===== src/rtl/ln_pkg.sv =====
// Shared definitions for the fixed-point natural-log datapath: constants, width helpers
// and the range-reduction payload seen by the downstream stages.
package ln_pkg;

  // ln(2) in Q0.16, used by the e*ln2 recombine stage.
  localparam int LN2_Q16 = 45426;

  localparam int LN_INT_WIDTH  = 4;
  localparam int LN_FRAC_WIDTH = 4;
  localparam int LN_DATA_WIDTH = LN_INT_WIDTH + LN_FRAC_WIDTH;

  function automatic int exp_width(input int dw);
    return $clog2(dw) + 1;
  endfunction

  localparam int LN_EXP_WIDTH = exp_width(LN_DATA_WIDTH);

  typedef struct packed {
    logic [LN_DATA_WIDTH-2:0] frac;
    logic [LN_EXP_WIDTH-1:0]  exp;
    logic                     zero;
  } ln_rr_t;

endpackage


===== src/rtl/leading_one_detect.sv =====
// Combinational priority encoder: index of the most significant set bit, plus an all-zero flag.
module leading_one_detect #(
  parameter int WIDTH     = 8,
  parameter int POS_WIDTH = $clog2(WIDTH)
) (
  input  logic [WIDTH-1:0]     data,
  output logic [POS_WIDTH-1:0] pos,
  output logic                 zero
);

  // NOTE: pos gets a default before the loop so no path leaves it unassigned (no latch).
  always_comb begin
    pos = '0;
    for (int i = 0; i < WIDTH; i++) begin
      if (data[i]) pos = POS_WIDTH'(i);
    end
  end

  assign zero = (data == '0);

endmodule


===== src/rtl/ln_range_reduce.sv =====
// Range reduction X = 2^e * (1+f) ahead of the ln(1+x) polynomial; two-stage valid/ready
// pipeline with full backpressure and no skid buffer.
module ln_range_reduce
  import ln_pkg::*;
#(
  parameter int INT_WIDTH  = 4,
  parameter int FRAC_WIDTH = 4,
  parameter int DATA_WIDTH = INT_WIDTH + FRAC_WIDTH,
  parameter int EXP_WIDTH  = exp_width(DATA_WIDTH)
) (
  input  logic                  clk,
  input  logic                  rst,
  input  logic [DATA_WIDTH-1:0] in_data,
  input  logic                  in_valid,
  output logic                  in_ready,
  output logic [DATA_WIDTH-2:0] out_frac,
  output logic [EXP_WIDTH-1:0]  out_exp,
  output logic                  out_zero,
  output logic                  out_valid,
  input  logic                  out_ready
);

  localparam int POS_WIDTH = $clog2(DATA_WIDTH);

  typedef struct packed {
    logic [DATA_WIDTH-2:0] frac;
    logic [EXP_WIDTH-1:0]  exp;
    logic                  zero;
  } payload_t;

  logic                  out_adv;
  logic                  s1_adv;
  logic                  s1_valid;
  logic [DATA_WIDTH-1:0] s1_data;
  logic [POS_WIDTH-1:0]  s1_pos;
  logic                  s1_zero;
  logic [POS_WIDTH-1:0]  lod_pos;
  logic                  lod_zero;
  logic [POS_WIDTH-1:0]  shamt;
  payload_t              out_d;
  payload_t              out_q;

  // A stage may load whenever its successor frees up in the same cycle.
  assign out_adv  = !out_valid || out_ready;
  assign s1_adv   = !s1_valid || out_adv;
  assign in_ready = s1_adv;

  leading_one_detect #(
    .WIDTH    (DATA_WIDTH),
    .POS_WIDTH(POS_WIDTH)
  ) u_lod (
    .data(in_data),
    .pos (lod_pos),
    .zero(lod_zero)
  );

  // NOTE: sequential state uses non-blocking assignments so every register samples pre-edge values.
  always_ff @(posedge clk) begin
    if (rst) begin
      s1_valid  <= 1'b0;
      out_valid <= 1'b0;
    end else begin
      if (s1_adv)  s1_valid  <= in_valid;
      if (out_adv) out_valid <= s1_valid;
    end
  end

  // NOTE: the stage-1 payload needs no reset; it is only ever read while s1_valid is set.
  always_ff @(posedge clk) begin
    if (in_valid && s1_adv) begin
      s1_data <= in_data;
      s1_pos  <= lod_pos;
      s1_zero <= lod_zero;
    end
  end

  // Normalise so the leading one lands in the MSB, then drop it; the shift is lossless.
  always_comb begin
    shamt      = POS_WIDTH'(DATA_WIDTH - 1) - s1_pos;
    out_d.frac = (DATA_WIDTH-1)'(s1_data << shamt);
    out_d.exp  = EXP_WIDTH'(s1_pos) - EXP_WIDTH'(FRAC_WIDTH);
    out_d.zero = 1'b0;
    if (s1_zero) begin
      out_d      = '0;
      out_d.zero = 1'b1;
    end
  end

  always_ff @(posedge clk) begin
    if (rst) begin
      out_q <= '0;
    end else if (out_adv && s1_valid) begin
      out_q <= out_d;
    end
  end

  assign out_frac = out_q.frac;
  assign out_exp  = out_q.exp;
  assign out_zero = out_q.zero;

endmodule


===== config.mk =====
export PLATFORM = sky130hd
export DESIGN_NAME = ln_range_reduce
export DESIGN_NICKNAME = d
export VERILOG_FILES = /design/src/rtl/ln_pkg.sv /design/src/rtl/leading_one_detect.sv /design/src/rtl/ln_range_reduce.sv
export SDC_FILE = /design/constraint.sdc
export NUM_CORES = 1
export LEC_CHECK = 0
export CORE_MARGIN = 2
export CORE_UTILIZATION = 42
export CTS_BUF_LIST = sky130_fd_sc_hd__clkbuf_4
export CTS_CLUSTER_DIAMETER = 200
export DETAILED_ROUTE_END_ITERATION = 10
export HOLD_SLACK_MARGIN = 0.05
export PLACE_DENSITY = 0.7
export SETUP_SLACK_MARGIN = 0.02
export SKIP_CTS_REPAIR_TIMING = 1
export SLEW_MARGIN = 25
export SYNTH_ARGS = -nofsm -noshare
export SYNTH_HDL_FRONTEND = slang
export SYNTH_SLANG_ARGS = --single-unit

===== constraint.sdc =====
create_clock -name clk -period 1.5 [get_ports clk]
set_input_delay 0.3 -clock clk [delete_from_list [all_inputs] [get_ports clk]]
set_output_delay 0.3 -clock clk [all_outputs]
set_load 0.03 [all_outputs]

==> results of run 1 <==
==> state kept, by name, summed over array words and instances, names as in the netlist <==
register and count:
out_zero 1, s1_data 7, s1_valid 1, s1_pos 3, s1_zero 1, out_valid 1, out_exp 3, out_frac 7
==> cells in the final DEF (no fill, tap or decap), types with 2 or more instances in the layout <==
cell	netlist	layout
mux2i_1	10	10
nand4_1	2	2
edfxtp_1	11	11
clkbuf_4	0	4
nand2b_1	3	3
clkdlybuf4s50_1	0	11
nand2_1	8	8
a32oi_1	2	2
a22oi_1	2	2
buf_4	1	10
dfxtp_1	13	12
nor2_1	14	14
or3b_1	2	2
a222oi_1	2	2
dlymetal6s2s_1	0	13
a21oi_1	7	7
==> worst min-delay path: cells and delay by family (launching register included) <==
family	cells	cell delay [ns]
AOI/OAI and AO/OA	1	0.05
DFF	1	0.33
and+or+nand+nor	1	0.05
==> how the worst max path moves through the flow <==
| stage | to | cells past startpoint |
|---|---|---|
| 2_1_floorplan | s1_data[0]$_DFFE_PP_ | 3 |
| 3_3_place_gp | out_frac[6]$_SDFFE_PP0P_ | 5 |
| 3_5_place_dp | out_frac[6]$_SDFFE_PP0P_ | 5 |
| 4_1_cts | out_exp[2] | 1 |
| 5_1_grt | in_ready | 4 |
| 6_report | in_ready | 4 |
==> cells by family (layout without fill, tap and decap cells) <==
family,Yosys count,in the layout,share of synthesized area (%)
simple gates,36,36,20.24
flops,24,24,56.53
compound gates,15,15,9.580
mux,10,10,9.581
buf+inv,6,40,4.071
==> stage by stage <==
| step | instances | power, mW | instance area, sq um |
|---|---|---|---|
| global route | 155 | 1.283 | 1435 |
| CTS | 154 | 1.243 | 1391 |
| finish | 155 | 1.235 | 1435 |
| detailed placement | 150 | 0.9443 | 1361 |
| floorplan | 91 | 0.8570 | 1047 |
| global placement | 150 | 0.9402 | 1361 |
==> per-layer routing <==
layer,global-route usage [%],share of wire [%],vias to the layer above
met5,0,0,-
met4,5.128,0,0
met3,2.500,7.1,0
met2,23.37,50,29
met1,14.83,43,370
li1,-,-,397
==> power by group <==
group          total (mW)  switching [mW]  internal, mW
combinational       0.192          0.0933        0.0988
clock               0.306           0.185         0.122
sequential          0.736          0.0203         0.716
==> cell type report <==
class,instances,area (sq um),area share [%]
tap,30,37.54,2.616
timing repair buffer,35,359.1,25.02
sequential,24,591.8,41.24
clock buffer,4,30.03,2.092
inverter,1,3.754,0.2616
multi-input combinational,61,412.9,28.77
==> flow_metrics.tcl, run 1 <==
set metrics [dict create \
    run_status "finished, final reports clean" \
    period_minus_slack_ns 1.470 \
    crit_fanout 5 \
    grt_first_pass_wirelength_mm 2.704 \
    drive_gt1_share_pct 16.80 \
    post-route-util_pct 59.55 \
    synth_common_cells "nor2_1 (14), dfxtp_1 (13), edfxtp_1 (11)" \
    hold_slack_ns 0.4601 \
    drv_slew 0 \
    critPathRequiredTime_ns 1.20 \
    yosys.area.top_type "edfxtp_1" \
    crit_path_start "out_ready" \
    p_leak_nw 0.7677 \
    drt-pass1-iter-count 4 \
    pin_count 26 \
    async_reset_ff_share_pct 0 \
    nets 138 \
    synthesis.area_sq_um 1045 \
    cpPeakStageDelay_ns 0.44 \
    r2r-end "out_frac[6]$_SDFFE_PP0P_" \
    cp.arrival_ns 1.17 \
    slew_headroom_pct 78.42 \
    syn_nets 103 \
    die_h_um 53.88 \
    tightest_slew_ns 0.3232 \
    drc 0 \
    drtIter0Drc 27 \
    cts_sinks 24 \
    whs_endpoint "out_exp[0]$_SDFFE_PP0P_" \
    detail-route-antenna-nets 0 \
    cts-root-buf "clkbuf_4" \
    grt_pass1_vias 647 \
    antenna_cells 0 \
    endpoint_kind "output port" \
    clkTransAtPathRegs_ns 0.13 \
    worst_setup_path_start_kind "input port" \
    hp-class "register to register" \
    grt_remaining_overflow 0 \
    clockBufferDepth 2 \
    antenna_found_initial 0 \
    numCtsBuffers 3 \
    yosysUniqueCellTypes 26 \
    hold_start "out_exp[0]$_SDFFE_PP0P_" \
    grtUsageTotal_pct 12.95 \
    synthTopCellsByArea "edfxtp_1 (32%), dfxtp_1 (25%), mux2i_1 (9.6%), nor2_1 (5.0%), a21oi_1 (3.4%)" \
    cap_violations 0 \
    synthCells 91 \
    tritoncts "done" \
    yosys_warnings 0 \
    grt_max_degree 14 \
    ys_ff_latch 24 \
    synth.most_common_cell "nor2_1" \
    core_area_sq_um 2410 \
    ys.flop_type "dfxtp_1" \
    post-route-period-util_pct 98.01 \
    ys_seq_area_share_pct 56.53 \
    rsz0062_at_grt "yes" \
    hold_viol_final 0 \
    ir_drop_mv 0.6732 \
    initial_core_util_pct 43.35 \
    gp_congestion 0.7571 \
    numPortBuffers 25 \
    syn_avg_cell_area_sq_um 11.48 \
    ff2ff_setup_slack_ns 0.15 \
    dp_hpwl_mm 1.447 \
    hold_depth 2 \
    die_w_um 53.88 \
    cp_cell_sequence "clkdlybuf4s50_1, nor2b_4, nand2_1, buf_6" \
    cts_htree_levels 1 \
    rr_worst_depth 5 \
    routed_wl_mm 1.894 \
    r2r-start "s1_pos[1]$_SDFFCE_PP1P_" \
    fin_tns_setup_ns 0 \
    fp-row-count 18 \
    critPathKind "input port to output port" \
    setup_ws_ns 0.02979 \
    syn2layout_area_growth_pct 37.37 \
    pre_cts_ws_ns -0.1608 \
    worstSkewPairLatency_ns 0.31 \
    cp_top_family "buffers and inverters" \
    synth_edf_count 11 \
    via_per_inst 5.135 \
    wire_per_inst_um 12.22 \
    vias 796 \
    die-area_sq_um 2903 \
    synth_top_area_share_pct 31.62 \
    cp.buffers_inverters 2 \
    fillers 194 \
    power_density_nw_per_um2 860.3 \
    clock.fmax_mhz 680.2 \
    setup_violations 0 \
    cp_slowest_cell "clkdlybuf4s50_1" \
    worst_clock_skew_ns 0.009133 \
]
No activity file was read; power rests on OpenSTA's default activity.
==> run 2, diff against run 1 <==
Settings changed: CAP_MARGIN set to 20.
==> results of run 2 <==
No change in the layout: final DEF, timing and power equal those of run 1.
==> run 3, diff against run 2 <==
Settings changed: CAP_MARGIN 20 to 40, CELL_PAD_IN_SITES_DETAIL_PLACEMENT set to 0, CELL_PAD_IN_SITES_GLOBAL_PLACEMENT set to 1, CORE_UTILIZATION 42 to 37, CTS_BUF_LIST sky130_fd_sc_hd__clkbuf_4 to sky130_fd_sc_hd__clkbuf_16, PLACE_DENSITY 0.7 to unset, PLACE_DENSITY_LB_ADDON set to 0.1.
==> flow_metrics.tcl, run 3 (same netlist as run 1, synthesis figures left out) <==
set metrics [dict create \
    rr_worst_depth 4 \
    core_area_sq_um 2710 \
    setup_violations 0 \
    grt_remaining_overflow 0 \
    drive_gt1_share_pct 16.94 \
    grt_first_pass_wirelength_mm 3.215 \
    drt-pass1-iter-count 4 \
    cap_violations 0 \
    cts-root-buf "clkbuf_16" \
    antenna_found_initial 0 \
    critPathKind "register to register" \
    wire_per_inst_um 12.46 \
    layout_common_cells "nor2_1 (14), dlymetal6s2s_1 (14), dfxtp_1 (12), edfxtp_1 (11), clkdlybuf4s50_1 (10)" \
    syn2layout_area_growth_pct 42.28 \
    rsz0062_at_grt "yes" \
    tritoncts "done" \
    place_area_sq_um 1355 \
    ff2ff_setup_slack_ns 0.08 \
    grtUsageTotal_pct 12.79 \
    run_status "finished, final reports clean" \
    ir_drop_mv 0.6267 \
    clkTransAtPathRegs_ns 0.06 \
    hold_slack_ns 0.3955 \
    hold_viol_final 0 \
    dp_hpwl_mm 1.500 \
    drc 0 \
    pin_count 26 \
    cts_htree_levels 1 \
    gp_congestion 0.7269 \
    nets 137 \
    detail-route-antenna-nets 0 \
    die_w_um 57.14 \
    design_area_sq_um 1486 \
    power_density_nw_per_um2 1012 \
    grt_max_degree 14 \
    cts_sinks 24 \
    crit_fanout 8 \
    die-area_sq_um 3265 \
    numPortBuffers 25 \
    clockBufferDepth 2 \
    die_h_um 57.14 \
    hp-class "input port to register" \
    p_leak_nw 0.7891 \
    initial_core_util_pct 38.55 \
    slew_headroom_pct 76.68 \
    post-route-period-util_pct 94.59 \
    numCtsBuffers 3 \
    clock.fmax_mhz 704.8 \
    drtIter0Drc 16 \
    hold_depth 4 \
    endpoint_kind "register" \
    grt_pass1_vias 772 \
    routed_wl_mm 1.932 \
    tightest_slew_ns 0.3499 \
    worst_clock_skew_ns 0.002501 \
    antenna_cells 0 \
    critPathRequiredTime_ns 1.64 \
    vias 786 \
    cp.arrival_ns 1.56 \
    worstSkewPairLatency_ns 0.26 \
    via_per_inst 5.071 \
    drv_slew 0 \
    worst_setup_path_start_kind "register" \
    fp-row-count 19 \
    p_total_mw 1.504 \
    period_minus_slack_ns 1.419 \
    fin_tns_setup_ns 0 \
]
-- run 3: cell types whose count changed in the layout (fill, tap and decap cells not counted), sizes merged --
cell           before  now
clkbuf              4    3
buf                11   10
dlymetal6s2s       13   14
clkinv              0    1
clkdlybuf4s50      11   10
-- run 3: final cells by class --
type	count	area, sq um
Fill cell	245	1224
Sequential cell	24	591.8
Multi-Input combinational cell	61	419.2
Timing Repair Buffer	34	354.1
Clock buffer	3	75.07
Tap cell	31	38.79
Clock inverter	1	3.754
Inverter	1	3.754
-- run 3: critical path, cell delays in order, from the launching register on --
cell,delay (ns)
edfxtp_1,0.55
mux2i_1,0.29
mux2i_1,0.12
a222oi_1,0.28
nor2_1,0.06
-- run 3: stage by stage --
| stage | setup slack, ns | utilization, % | std cells |
|---|---|---|---|
| after CTS | -0.09906 | 52.91 | 154 |
| after global routing | -0.03753 | 54.85 | 155 |
| after detailed placement | -0.1895 | 50.00 | 150 |
| final | 0.08122 | 54.85 | 155 |
| after global placement | -0.1512 | 50.00 | 150 |
| after floorplan | 0.05063 | - | 91 |
-- run 3: power by group --
group	total [mW]	internal (mW)	switching, mW
combinational	0.188	0.0976	0.0906
clock	0.577	0.356	0.221
sequential	0.739	0.717	0.0227
total	1.50	1.17	0.334
-- run 3: final timing paths --
| check | startpoint | endpoint |
|---|---|---|
| worst max register to register | s1_pos[1]$_SDFFCE_PP1P_ | out_frac[6]$_SDFFE_PP0P_ |
| worst min-delay path | out_ready | out_valid$_SDFFE_PP0P_ |
| worst max-delay path | s1_pos[1]$_SDFFCE_PP1P_ | out_frac[6]$_SDFFE_PP0P_ |
| worst min register to register | out_exp[1]$_SDFFE_PP0P_ | out_exp[1]$_SDFFE_PP0P_ |
-- run 3: metal layers --
layer / vias up / routed length, um / share of wire [%] / global-route usage [%]
li1: 399 / - / - / -
met1: 362 / 803 / 42 / 13.19
met2: 20 / 984 / 51 / 23.97
met3: 5 / 108 / 5.6 / 3.175
met4: 0 / 36 / 1.9 / 5.980
met5: - / 0 / 0 / 0
